===== src/rtl/baud_tick_gen.sv =====
// baud_tick_gen
// Baud-rate tick generator for the UART datapath. A prescale counter divides
// the system clock by a run-time programmable divisor to produce the oversample
// tick. An oversample phase counter then derives the mid-bit and end-of-bit
// ticks from it. The receiver can restart the bit phase on a detected start
// edge using sync_clr.
//
// Parameters
//   DIV_W       width of the divisor register and prescale counter
//   DEFAULT_DIV divisor loaded at reset
//   OVERSAMPLE  oversample ticks per bit (power of two, >= 4)
//
// Ports
//   clk       in   system clock, rising-edge active
//   reset_n   in   asynchronous active-low reset
//   en        in   count enable; low freezes cnt and phase
//   div_load  in   strobe: capture div_in as the new divisor (needs div_in >= 2)
//   div_in    in   new divisor, in clk cycles per oversample tick
//   sync_clr  in   strobe: restart the bit phase from zero
//   os_tick   out  one-cycle pulse every div_cur enabled cycles
//   mid_tick  out  one-cycle pulse at the middle of each bit
//   bit_tick  out  one-cycle pulse at the end of each bit
//   phase     out  current oversample index within the bit
//   div_cur   out  divisor currently in use
//   load_err  out  one-cycle pulse when a div_load is rejected

module baud_tick_gen #(
  parameter int DIV_W       = 16,
  parameter int DEFAULT_DIV = 27,
  parameter int OVERSAMPLE  = 16,
  localparam int PH_W       = $clog2(OVERSAMPLE)
) (
  input  logic             clk,
  input  logic             reset_n,
  input  logic             en,
  input  logic             div_load,
  input  logic [DIV_W-1:0] div_in,
  input  logic             sync_clr,
  output logic             os_tick,
  output logic             mid_tick,
  output logic             bit_tick,
  output logic [PH_W-1:0]  phase,
  output logic [DIV_W-1:0] div_cur,
  output logic             load_err
);

  localparam logic [PH_W-1:0]  PH_LAST   = PH_W'(OVERSAMPLE - 1);
  localparam logic [PH_W-1:0]  PH_MID    = PH_W'(OVERSAMPLE / 2 - 1);
  localparam logic [DIV_W-1:0] DIV_RESET = DIV_W'(DEFAULT_DIV);

  logic [DIV_W-1:0] div_reg;
  logic [DIV_W-1:0] cnt;
  logic             prescale_wrap;
  logic             load_ok;
  logic             load_bad;

  // A divisor below 2 would make the prescaler degenerate, so such loads are
  // refused and only flagged.
  assign prescale_wrap = (cnt == (div_reg - DIV_W'(1)));
  assign load_ok       = div_load && (div_in > DIV_W'(1));
  assign load_bad      = div_load && !(div_in > DIV_W'(1));
  assign div_cur       = div_reg;

  // Ticks default low every edge so each one is a single-cycle pulse. An
  // accepted load outranks sync_clr; both clear the counters, so a load
  // always starts a clean period with the new divisor. The phase counter
  // wraps naturally because OVERSAMPLE is a power of two.
  always_ff @(posedge clk or negedge reset_n) begin
    if (!reset_n) begin
      div_reg  <= DIV_RESET;
      cnt      <= '0;
      phase    <= '0;
      os_tick  <= 1'b0;
      mid_tick <= 1'b0;
      bit_tick <= 1'b0;
      load_err <= 1'b0;
    end else begin
      os_tick  <= 1'b0;
      mid_tick <= 1'b0;
      bit_tick <= 1'b0;
      load_err <= load_bad;
      if (load_ok) begin
        div_reg <= div_in;
        cnt     <= '0;
        phase   <= '0;
      end else if (sync_clr) begin
        cnt     <= '0;
        phase   <= '0;
      end else if (en) begin
        if (prescale_wrap) begin
          cnt      <= '0;
          os_tick  <= 1'b1;
          phase    <= phase + PH_W'(1);
          mid_tick <= (phase == PH_MID);
          bit_tick <= (phase == PH_LAST);
        end else begin
          cnt <= cnt + DIV_W'(1);
        end
      end
    end
  end

endmodule


===== config.mk =====
export PLATFORM = sky130hd
export DESIGN_NAME = baud_tick_gen
export DESIGN_NICKNAME = d
export VERILOG_FILES = /design/src/rtl/baud_tick_gen.sv
export SDC_FILE = /design/constraint.sdc
export NUM_CORES = 1
export LEC_CHECK = 0
export CORE_MARGIN = 2
export CORE_UTILIZATION = 39
export CTS_BUF_LIST = sky130_fd_sc_hd__clkbuf_8
export DETAILED_ROUTE_END_ITERATION = 8
export PLACE_DENSITY = 0.62
export SYNTH_ARGS = -nofsm -noshare
export SYNTH_HDL_FRONTEND = slang
export SYNTH_SLANG_ARGS = --single-unit

===== constraint.sdc =====
create_clock -name clk -period 3.68 [get_ports clk]
set_input_delay 0.92 -clock clk [delete_from_list [all_inputs] [get_ports clk]]
set_output_delay 0.92 -clock clk [all_outputs]
set_load 0.02 [all_outputs]

Word-level counts from Yosys, hierarchy flattened
Index checks and enable logic that the tools add are counted.
{"block": "op_classes", "reduce_logical": 6, "mux": 20, "addsub": 3, "order_cmp": 1, "n_eq_ne": 3}
{"operator": "16-bit two-way mux", "n": 4}
{"operator": "16-bit by 1-bit adder with 16-bit output, second input constant", "n": 1}
{"operator": "16-bit == test", "n": 1}
{"operator": "16-bit by 1-bit > comparator with 1-bit output, second input constant", "n": 1}
{"operator": "4-bit two-way mux", "n": 4}
{"operator": "16-bit by 1-bit subtractor with 16-bit output, second input constant", "n": 1}
{"operator": "1-bit two-way mux", "n": 12}
{"operator": "3-bit nonzero test", "n": 2}
{"operator": "4-bit by 1-bit adder with 4-bit output, second input constant", "n": 1}
{"operator": "4-bit by 3-bit == test with 1-bit output, second input constant", "n": 1}
{"operator": "4-bit == test, second input constant", "n": 1}
{"operator": "1-bit logical AND", "n": 2}
{"operator": "2-bit AND reduction", "n": 1}
{"operator": "1-bit zero test", "n": 1}
{"block": "totals", "elab_cells": 40, "reg_bits": 40, "out_inout_bits": 24}

Logic depth before layout (Yosys ltp)
{"block": "logic_depth", "word_depth": 6, "mapped_depth": 11, "ltp_nobuf": 9}

Least setup slack after synthesis
Ideal clock, no wire load.
{"block": "synth_timing", "kind": "register to register", "from": "register div_reg[0] (netlist: div_cur[0])", "to": "register phase[2]", "period_less_slack_ns": 3.363, "path_stages_with_launch": 11, "setup_slack_ns": 0.317, "setup_ns": 0.067, "n_path_buf": 1, "t_arrival_ns": 3.296, "required_ns": 3.613, "cell_sequence": "dfstp_2 -> inv_1 -> ha_1 -> nor2b_1 -> or3_1 -> a31o_2 -> or4_1 -> or4_1 -> buf_2 -> or4_1 -> nand2_1"}
{"block": "synth_via", "elab_chain_cells": 4}
{"element": "start: declaration", "line_no": "51", "source": "logic [DIV_W-1:0] div_reg;"}
{"element": "start signal: assignment", "line_no": "83", "source": "div_reg <= div_in;"}
{"element": "16-bit by 1-bit subtractor with 16-bit output", "line_no": "59", "source": "assign prescale_wrap = (cnt == (div_reg - DIV_W'(1)));"}
{"element": "16-bit == test", "line_no": "59"}
{"element": "3-bit nonzero test (no source line)"}
{"element": "2-bit AND reduction (no source line)"}
{"element": "end signal: assignment", "line_no": "93", "source": "phase <= phase + PH_W'(1);"}
{"element": "end: declaration", "line_no": "42", "source": "output logic [PH_W-1:0] phase,"}
No other way between the ends.
A chain may end at the register's enable or synchronous reset.

Final worst setup path
Same ends and word-level chain as after synthesis.

==> results.md <==
* Seq/Total Area, Yosys at 41.2%
* Number of vias per cell at 5.25
* RD Place Congestion at 0.842
* Worst-Skew Late Latency at 0.29 ns
* Tcrit/Tclk final at 92.8%
* CP required at 3.91 ns
* Pwr dens at 347 nW/um2
* Status: completed
* Crit-path slowest cell: or4_1
* CP max FO at 10
* Rows at 28
* Worst-Margin Slew at 0.912 ns
* CTS tree: yes
* Lkg Pwr at 1.34 nW
* Initial antenna violation count at 0
* Critical Path Most Common Cell: or4_1
* Total power at 0.00108 W
* Mean Syn Cell Area at 8.69 um2
* Core area at 5990 um2
* Final Hold Fails at 0
* Largest net degree at the start of global routing at 41
* Crit-path max cell delay at 0.68 ns
* Full die area at 6910 um2
* Worst Clk Skew at 0.00975 ns
* Initial DRC Count at 128
* Reg clk slew, reported paths at 0.08 ns
* Antenna cells at 0
* Worst min path class: reg -> reg
* HPWL Detailed at 4.75 mm
* Gr usage total at 18.3%
* Hold Path End: mid_tick
* Yosys warning count at 0
* Synth Flop Type: dfrtp_1
* Worst hold start: phase[3]
* Mapped Area at 2440 um2
* Synth Area in Adders at 1.54%
* # Max-Cap Violations at 0
* Post-Synth Simple-Gate Area at 31.6%
* DR vias at 2125
* Compound-Gate Fraction of Synth Area at 10.1%
* Critical Path AT at 3.64 ns
* DRC viols at 0
* Minimum clock period at 3.41 ns
* TritonCTS Buffers at 5
* Fill cell count at 561
* Worst-case clock buffer depth at 2
* CP cell instances: inv_1, ha_1, nor2b_1, or3_1, a31o_2, or4_1, or4_1, or4_1, nand2_1
* # H-tree levels at 2
* F_max at 0.293 GHz
* Setup Total Neg Slack at 0 ns
* Post-DRT Antenna Nets at 0
* Finished Core Util at 51.9%
* Layout cells sized above 1 at 9.09%
* Max Slew Vio Count at 0
* Crit. End Element: register
* R2r setup slk at 0.27 ns
* Buffers inserted by post-CTS timing repair at 0
* Number of setup violations in the final report at 0
* Multiplexer area fraction after synthesis at 1.69%
* WS Path Type: reg -> reg
* IO Port Bufs at 44
* Vias in the first global route at 2028
* Startpoint types: register
* WL per Instance at 15.1 um
* Syn nets at 305
* Worst R2R End: phase[2]
* Max-slew headroom at 39.2%
* First-pass GRT wire length at 10.3 mm
* Largest family of logic cells by synthesized area: simple AND/OR/NAND/NOR gates
* 1st-pass router iterations at 4
* CTS Sinks at 40
* Post-synth cell types at 54
* Post-synth EDFFs at 0
* Asr flop ratio synth at 100%
* Initial Utilization at 40.7%
* Highest-count cells in the layout ignoring fill and taps: 59 x nand2_1, 43 x clkdlybuf4s50_1, 36 x dfrtp_1
* Synth Register Bits at 40
* Die H at 83.1 um
* Die Wd at 83.1 um
* Most common cell after layout, fill and taps aside: nand2_1
* Post_cts resized at 0
* Fin Hold WS at 0.520 ns
* I/O pin cnt at 45
* Worst Hold Depth at 1
* Drt total wl at 6.11 mm
* Synth-to-layout area growth at 27.3%
* Syn Inst Count at 281
* Worst r2r src: div_cur[0]
* Peak supply drop at 153 uV
* RSZ-0062 raised after global routing: false
* # nets final at 353
* CTS hold repair buffers at 0
* GR Overflow Total at 0
* Xor/xnor share of the synthesized area at 10.8%
* Root Buffer: clkbuf_8
* Worst R2R Path Depth at 9
==> area by class of cell <==
cell class,instances,area [um2],area share [%]
clock buffers,7,96.3,3.10
clock inverters,1,30.0,0.966
inverters,7,26.3,0.845
multi-input cells,224,1370,44.0
flip-flops and latches,40,1010,32.4
well taps,75,93.8,3.02
repair buffers,51,488,15.7
==> cells in the mapped netlist (4+ instances only) <==
library cell / number / area, um2
nor2b_1: 5 / 31.3
nor3_1: 5 / 25.0
inv_1: 7 / 26.3
xor2_1: 13 / 114
dfrtp_1: 36 / 901
o21ai_0: 7 / 35.0
nor2_1: 27 / 101
xnor2_1: 17 / 149
dfstp_2: 4 / 105
clkbuf_1: 5 / 18.8
nand2_1: 59 / 221
nor4_1: 4 / 25.0
and3_1: 9 / 56.3
or4_1: 10 / 75.1
nand3_1: 6 / 30.0
o211ai_1: 4 / 30.0
or3_1: 5 / 31.3
==> worst max-delay path by stage <==
stage / from / end / slack [ns]
floorplan: div_cur[0] / phase[2] / 0.32
global placement: div_cur[0] / phase[3] / 0.33
detailed placement: div_in[4] / cnt[15] / 0.28
CTS: div_cur[0] / phase[2] / 0.26
global route: div_cur[0] / phase[2] / 0.12
finish: div_cur[0] / phase[2] / 0.27
==> power by group <==
part           internal, W  switching [W]
Clock             0.000239       0.000153
Combinational    0.0000945       0.000101
Sequential        0.000459      0.0000330
Total             0.000793       0.000287
==> cell families (layout without fill, tap and decap cells) <==
family,Yosys count,after routing
AO/OA/AOI/OAI,35,35
buffers and inverters,17,66
flip-flops,40,40
multiplexers,4,4
AND/OR/NAND/NOR,152,152
adder cells (fa/ha/maj),3,3
XOR/XNOR,30,30
==> layer usage <==
metal	wire, um	vias up	track usage, %
met5	0	-	0
met4	48	0	4.77
met2	2690	26	26.7
met3	161	4	3.08
li1	-	1083	-
met1	3200	1012	28.0
==> sequential cells by signal, indices dropped and copies added (netlist names) <==
signal,cells
os_tick,1
mid_tick,1
div_cur,16
phase,4
cnt,16
load_err,1
bit_tick,1
==> metrics by stage <==
step	setup slack [ns]	cell area, um2	cells
2_1_floorplan	0.317	2440	281
3_5_place_dp	0.278	2980	397
5_1_grt	0.116	3110	405
6_report	0.266	3110	405
3_3_place_gp	0.326	2980	397
4_1_cts	0.256	3110	405
==> critical path: cells and delay by family (launching register included) <==
kind,cells,cell delay (ns)
flops,1,0.58
simple gates,6,2.26
fa+ha+maj,1,0.20
buf+inv,1,0.07
compound gates,1,0.25
(Power assumes the default switching activity.)
